$ cat config.mk
export PLATFORM = sky130hd
export DESIGN_NAME = xor_64
export DESIGN_NICKNAME = d
export VERILOG_FILES = /design/src/rtl/xor_64_pkg.sv /design/src/rtl/xor_64_xor_1.sv /design/src/rtl/xor_64.sv
export SDC_FILE = /design/constraint.sdc
export NUM_CORES = 1
export LEC_CHECK = 0
export CORE_MARGIN = 1.5
export CORE_UTILIZATION = 40
export CTS_BUF_LIST = sky130_fd_sc_hd__clkbuf_8
export CTS_CLUSTER_DIAMETER = 150
export CTS_CLUSTER_SIZE = 30
export DETAILED_ROUTE_END_ITERATION = 10
export MAX_ROUTING_LAYER = met4
export PLACE_DENSITY = 0.92
export SLEW_MARGIN = 20
export SYNTH_ARGS = -nofsm -noshare
export SYNTH_HDL_FRONTEND = slang
export SYNTH_SLANG_ARGS = --single-unit
export TNS_END_PERCENT = 10
$ cat constraint.sdc
create_clock -name clk -period 1.6 [get_ports clk]
set_input_delay 0.16 -clock clk [delete_from_list [all_inputs] [get_ports clk]]
set_output_delay 0.16 -clock clk [all_outputs]
set_load 0.01 [all_outputs]
$ cat src/rtl/xor_64_pkg.sv
// xor_64_pkg: shared width constant and signed word type for the xor_64 datapath
package xor_64_pkg;
    localparam int WIDTH_DEF = 64;
    typedef logic signed [WIDTH_DEF-1:0] word_t;
endpackage

$ cat src/rtl/xor_64_xor_1.sv
// xor_1: single-bit XOR cell (a, b in; y out)
module xor_1 (
    input  logic a,
    input  logic b,
    output logic y
);
    assign y = a ^ b;
endmodule

$ cat src/rtl/xor_64.sv
// xor_64: registered bitwise XOR with zero/sign flags and a one-cycle valid pipeline
// ports: ans (result), a/b (operands), clk, rst_n (sync active-low), in_valid, out_valid, zf, sf
module xor_64
    import xor_64_pkg::*;
#(
    parameter int WIDTH = WIDTH_DEF
) (
    output logic signed [WIDTH-1:0] ans,
    input  logic signed [WIDTH-1:0] a,
    input  logic signed [WIDTH-1:0] b,
    input  logic                    clk,
    input  logic                    rst_n,
    input  logic                    in_valid,
    output logic                    out_valid,
    output logic                    zf,
    output logic                    sf
);
    logic [WIDTH-1:0] x;
    genvar i;
    generate
        for (i = 0; i < WIDTH; i++) begin : g_bit
            xor_1 u_cell (.a(a[i]), .b(b[i]), .y(x[i]));
        end
    endgenerate
    // flags are derived from the combinational vector so they land with ans
    always_ff @(posedge clk) begin
        if (!rst_n) begin
            ans       <= '0;
            zf        <= 1'b1;
            sf        <= 1'b0;
            out_valid <= 1'b0;
        end else begin
            out_valid <= in_valid;
            if (in_valid) begin
                ans <= x;
                zf  <= ~|x;
                sf  <= x[WIDTH-1];
            end
        end
    end
endmodule

==> run_results.csv, run 1 <==
group,metric,value,unit
die,die_x,89.97,um
yosys,netlist_instances,307,
setup_path,critPathArrivalTime,1.73,ns
yosys,synth_cell_types,20,
timing,finalSetupTns,0,ns
detailed_routing,wl_met2,5.365,mm
setup_path,r2r-end,"ans[29]",
clock_network,cts_max_level,3,
clock_network,cts_sinks,66,
run_status,status,"completed",
detailed_routing,drcViolationCount,0,
min_path,min_path_cells,2,
pwr,power_density,793.8,mW/mm2
finish,final_cell_mix,"195 x clkdlybuf4s50_1, 66 x dfxtp_1, 64 x nand2_1",
min_path,hold_end,"ans[58]",
finish,fill_cells,533,
clock_network,ctsLongestPathBuffers,2,
clock_network,clk_latency,0.32,ns
clock_network,hold_buffers,0,
pwr,total_power,4.327,mW
timing,hold_viol,0,
setup_path,worst_setup_path_start_kind,"input pin",
yosys,ys_seq_elements,66,
yosys,ys_seq_area_share,43.67,%
detailed_routing,dr.pass1.iters,6,
setup_path,r2r_slack,0.95,ns
timing,finalCritPeriodShare,92.44,%
die,ioPinCount,198,
setup_path,reg2reg_depth,1,
timing,fmax,676.1,MHz
die,die_y,89.97,um
yosys,syn_area,0.003025,mm2
place,dp_slack,-0.3519,ns
detailed_routing,met3_length,575,um
detailed_routing,highest_layer,"met4",
pwr,leakage,2.486,nW
job,maxCapViolCount,0,
grt,overflow,0,
timing,post-route-min-period,1.479,ns
clock_network,tritoncts,"done",
detailed_routing,routedWlPerCell,16.15,um
detailed_routing,drt-met1-wl,3.846,mm
detailed_routing,drtIter0Drc,87,
finish,drive_gt1_share,8.745,%
setup_path,crit_type,"input pin to flip-flop",
min_path,holdCritStartpoint,"in_valid",
finish,fin_util,74.76,%
timing,worst_pin_slew,0.4547,ns
finish,layout.nets,655,
timing,finalClockSkew,0,ns
grt,grt_pass1_wl,15.91,mm
detailed_routing,num_vias,3113,
grt,grt_usage,25.71,%
yosys,ys_warn_count,0,
clock_network,cts_buffers,9,
die,die-area,0.008095,mm2
place,gp_congestion,0.8153,
setup_path,reg2reg_from,"ans[29]",
min_path,worst_hold_path_type,"input pin to flip-flop",
setup_path,end_kind,"flip-flop",
detailed_routing,via_per_inst,4.981,
timing,grt_setup_unrepaired,"no",
setup_path,critPathMaxFanout,2,
timing,setup_viol,0,
die,start_util,41.49,%
die,num_rows,31,
clock_network,root_buffer,"clkbuf_8",
finish,final_common_cell,"clkdlybuf4s50_1",
yosys,syn-mean-instance-area,9.855,um2
timing,slew-limit-headroom,69.68,%
timing,timing.final.ws_setup,0.1209,ns
finish,synthToLayoutAreaGrowth,80.19,%
die,core_area,0.007292,mm2
timing,final_max_slew_viol_count,0,
pwr,max-vdd-ir-drop,0.5875,mV
yosys,synth_nets,438,
place,io_buffers,197,
detailed_routing,wl,10.09,mm
setup_path,required,1.85,ns
clock_network,clkTransAtPathRegs,0.07,ns
place,place_hpwl,8.049,mm
detailed_routing,ant_nets,0,
grt,antenna_found_initial,0,
finish,antenna_cells,0,
grt,first_global_vias,3238,
grt,grt_start_max_net_pins,73,
-- cell usage after synthesis --
library cell	instances	area [um2]
nor3_1	1	5.000
dfxtp_1	66	1321
nand3_1	2	10.01
nand4_1	14	87.58
o221ai_2	1	15.01
nor4_1	4	25.02
o21ai_0	1	5.000
mux2i_1	2	20.02
clkbuf_1	6	22.52
xor2_1	2	17.52
nand2_1	64	240.2
buf_2	9	45.04
o211a_1	61	610.6
a21oi_1	1	5.000
xnor2_1	62	543.0
inv_1	1	3.750
buf_4	1	7.510
buf_1	6	22.52
and2_1	1	6.260
nor2b_1	2	12.51
-- logic make-up (layout without fill, tap and decap cells) --
family,count (synthesis),after routing,synth area share (%)
multiplexers,2,2,0.6617
XOR/XNOR,64,64,18.53
buffers and inverters,23,242,3.350
AND/OR/NAND/NOR,88,88,12.78
AO/OA/AOI/OAI,64,64,21.01
flip-flops,66,66,43.67
-- stage by stage --
step                      instances  hold WS, ns  instance area, um2
after detailed placement        612       0.4682                5286
after floorplan                 307       0.3676                3025
after global placement          612       0.4584                5286
after CTS                       625       0.1620                5451
final                           625       0.1774                5451
after global routing            625       0.1730                5451
-- where the power goes --
part	leakage [nW]	total [mW]	switching [mW]	internal, mW
clock	0.0897	1.20	0.584	0.611
combinational	1.85	1.28	0.486	0.799
sequential	0.549	1.85	0.0712	1.78
total	2.49	4.33	1.14	3.19
-- what timing repair did --
action                     4_1_cts  5_1_grt
gates resized for setup          1        0
setup buffers                    0        0
setup endpoints to repair        1        0
-- final cells by class --
type,count,area [um2],area share (%)
Clock inverter,2,7.507,0.1377
Inverter,1,3.754,0.06885
Tap cell,99,123.9,2.272
Clock buffer,11,151.4,2.777
Timing Repair Buffer,228,2235,40.99
Multi-Input combinational cell,218,1609,29.52
Sequential cell,66,1321,24.24
-- worst max-delay path by stage --
stage | start | to | slack, ns | cells after the start
final | b[46] | zf | 0.12 | 6
after CTS | b[46] | zf | 0.12 | 6
after global placement | b[46] | zf | -0.29 | 6
after floorplan | b[18] | zf | 0.60 | 5
after detailed placement | b[46] | zf | -0.35 | 6
after global routing | b[46] | zf | 0.04 | 6
-- registers in the layout, summed over array words and instances, names as in the netlist --
register   count
ans           64
zf             1
out_valid      1
-- critical path: stages --
cell	delay [ns]
clkdlybuf4s50_1	0.43
xnor2_1	0.29
nand4_1	0.16
nor4_2	0.40
nand2_1	0.13
o221ai_2	0.16
-- layer usage --
metal / up-vias / track usage, %
met5: - / -
met4: 0 / 11.51
met3: 22 / 4.992
met2: 144 / 46.95
met1: 1442 / 26.69
li1: 1505 / -
(Power assumes the default switching activity.)
==> run 2: changes to the inputs <==
Settings changed: CTS_BUF_LIST sky130_fd_sc_hd__clkbuf_8 to sky130_fd_sc_hd__clkbuf_4 sky130_fd_sc_hd__clkbuf_8.
==> run 2 against run 1 <==
Against the previous run: sequential cell count is the same; clock skew is the same; maximum frequency shrank 2.7%; count of clock-buffer cells in the layout grew 2; critical path depth grew 1; setup slack lost 0.041 ns; routed wire length grew 0.48%; worst hold slack gained 0.00081 ns.
==> run_results.csv, run 2 (same netlist as run 1, synthesis figures left out) <==
group,metric,value,unit
timing,hold_viol,0,
setup_path,critPathMaxFanout,2,
grt,first_global_vias,3225,
clock_network,clk_latency,0.32,ns
timing,finalClockSkew,0,ns
die,die-area,0.008095,mm2
finish,fill_cells,530,
detailed_routing,routedWlPerCell,16.23,um
finish,largest_reg_flops,64,
finish,antenna_cells,0,
die,die_x,89.97,um
pwr,power_density,800.9,mW/mm2
detailed_routing,wl,10.14,mm
clock_network,tritoncts,"done",
min_path,holdCritStartpoint,"in_valid",
place,place_hpwl,8.049,mm
timing,post-route-min-period,1.520,ns
timing,final_max_slew_viol_count,0,
setup_path,worst_setup_path_start_kind,"input pin",
clock_network,cts_max_level,3,
timing,worst_pin_slew,0.4660,ns
min_path,worst_hold_path_type,"input pin to flip-flop",
finish,layout.nets,655,
die,num_rows,31,
timing,slew-limit-headroom,68.93,%
detailed_routing,num_vias,3105,
setup_path,end_kind,"flip-flop",
grt,overflow,0,
grt,antenna_found_initial,0,
setup_path,crit_type,"input pin to flip-flop",
pwr,max-vdd-ir-drop,0.5359,mV
timing,finalCritPeriodShare,94.98,%
timing,finalSetupTns,0,ns
finish,layout.cells.non_filler,625,
finish,final_common_cell,"clkdlybuf4s50_1",
grt,grt_pass1_wl,15.99,mm
place,dp_cells,612,
setup_path,required,1.85,ns
finish,top_regs,"ans: 64 flops, out_valid: 1 flops, zf: 1 flops",
detailed_routing,drtIter0Drc,78,
die,core_area,0.007292,mm2
timing,grt_setup_unrepaired,"no",
die,ioPinCount,198,
finish,multi_input_area,0.001617,mm2
finish,final_cell_mix,"195 x clkdlybuf4s50_1, 66 x dfxtp_1, 64 x nand2_1",
finish,drive_gt1_share,9.316,%
setup_path,critPathArrivalTime,1.77,ns
setup_path,reg2reg_from,"ans[29]",
clock_network,ctsLongestPathBuffers,2,
die,die_y,89.97,um
die,start_util,41.49,%
detailed_routing,drcViolationCount,0,
job,maxCapViolCount,0,
clock_network,hold_buffers,0,
finish,seq_area,0.001321,mm2
clock_network,clkTransAtPathRegs,0.07,ns
clock_network,root_buffer,"clkbuf_8",
grt,grt_usage,25.88,%
place,io_buffers,197,
clock_network,cts_buffers,9,
clock_network,cts_sinks,66,
pwr,leakage,2.490,nW
setup_path,worstSetupStartpoint,"a[49]",
run_status,status,"completed",
timing,setup_viol,0,
finish,synthToLayoutAreaGrowth,80.69,%
place,gp_congestion,0.8153,
detailed_routing,ant_nets,0,
detailed_routing,via_per_inst,4.968,
finish,design_area,0.005466,mm2
finish,regMostFlops,"ans",
detailed_routing,dr.pass1.iters,4,
grt,grt_start_max_net_pins,73,
timing,fmax,658.0,MHz
place,placed_area,0.005286,mm2
-- run 2: power breakdown --
part           switching [mW]  internal (mW)
registers              0.0719           1.78
clock network           0.585          0.658
logic                   0.486          0.800
total                    1.14           3.23
-- run 2: layout make-up --
class | count | area share, %
timing repair buffer | 228 | 40.88
multi-input combinational | 218 | 29.57
sequential | 66 | 24.17
clock buffer | 13 | 3.044
tap | 99 | 2.266
inverter | 1 | 0.06867
-- run 2: routing by layer --
| layer | global-route usage [%] | part of all wire, % | routed length (um) |
|---|---|---|---|
| met2 | 47.39 | 54 | 5457 |
| met3 | 5.161 | 5.8 | 590 |
| met1 | 27.00 | 38 | 3837 |
| met4 | 10.71 | 2.5 | 256 |
| met5 | - | 0 | 0 |
-- run 2: final timing paths --
path,endpoint,slack (ns),depth (start not counted)
worst max register to register,ans[29],0.95,1
worst max-delay path,zf,0.08,7
worst min register to register,ans[53],0.48,1
worst min-delay path,ans[58],0.18,2
-- run 2: repair_timing --
action | 4_1_cts | 5_1_grt
buffers inserted | 0 | 0
cloned | 0 | 0
resized for setup | 1 | 1
setup endpoints to repair | 1 | 1
-- run 2: critical path, stage by stage --
cell             delay, ns
clkdlybuf4s50_1       0.42
xnor2_1               0.34
nand4_1               0.14
nor4_1                0.29
buf_4                 0.15
nand3_1               0.10
o221ai_2              0.16
-- run 2: through the flow --
stage	util [%]	hold slack, ns	power (mW)	worst slack, ns
floorplan	-	0.3676	2.345	0.6025
global placement	72.49	0.4584	3.132	-0.2904
detailed placement	72.49	0.4682	3.168	-0.3519
CTS	74.86	0.1619	4.405	0.07665
global route	74.97	0.1694	4.571	0.01193
finish	74.97	0.1782	4.378	0.08029
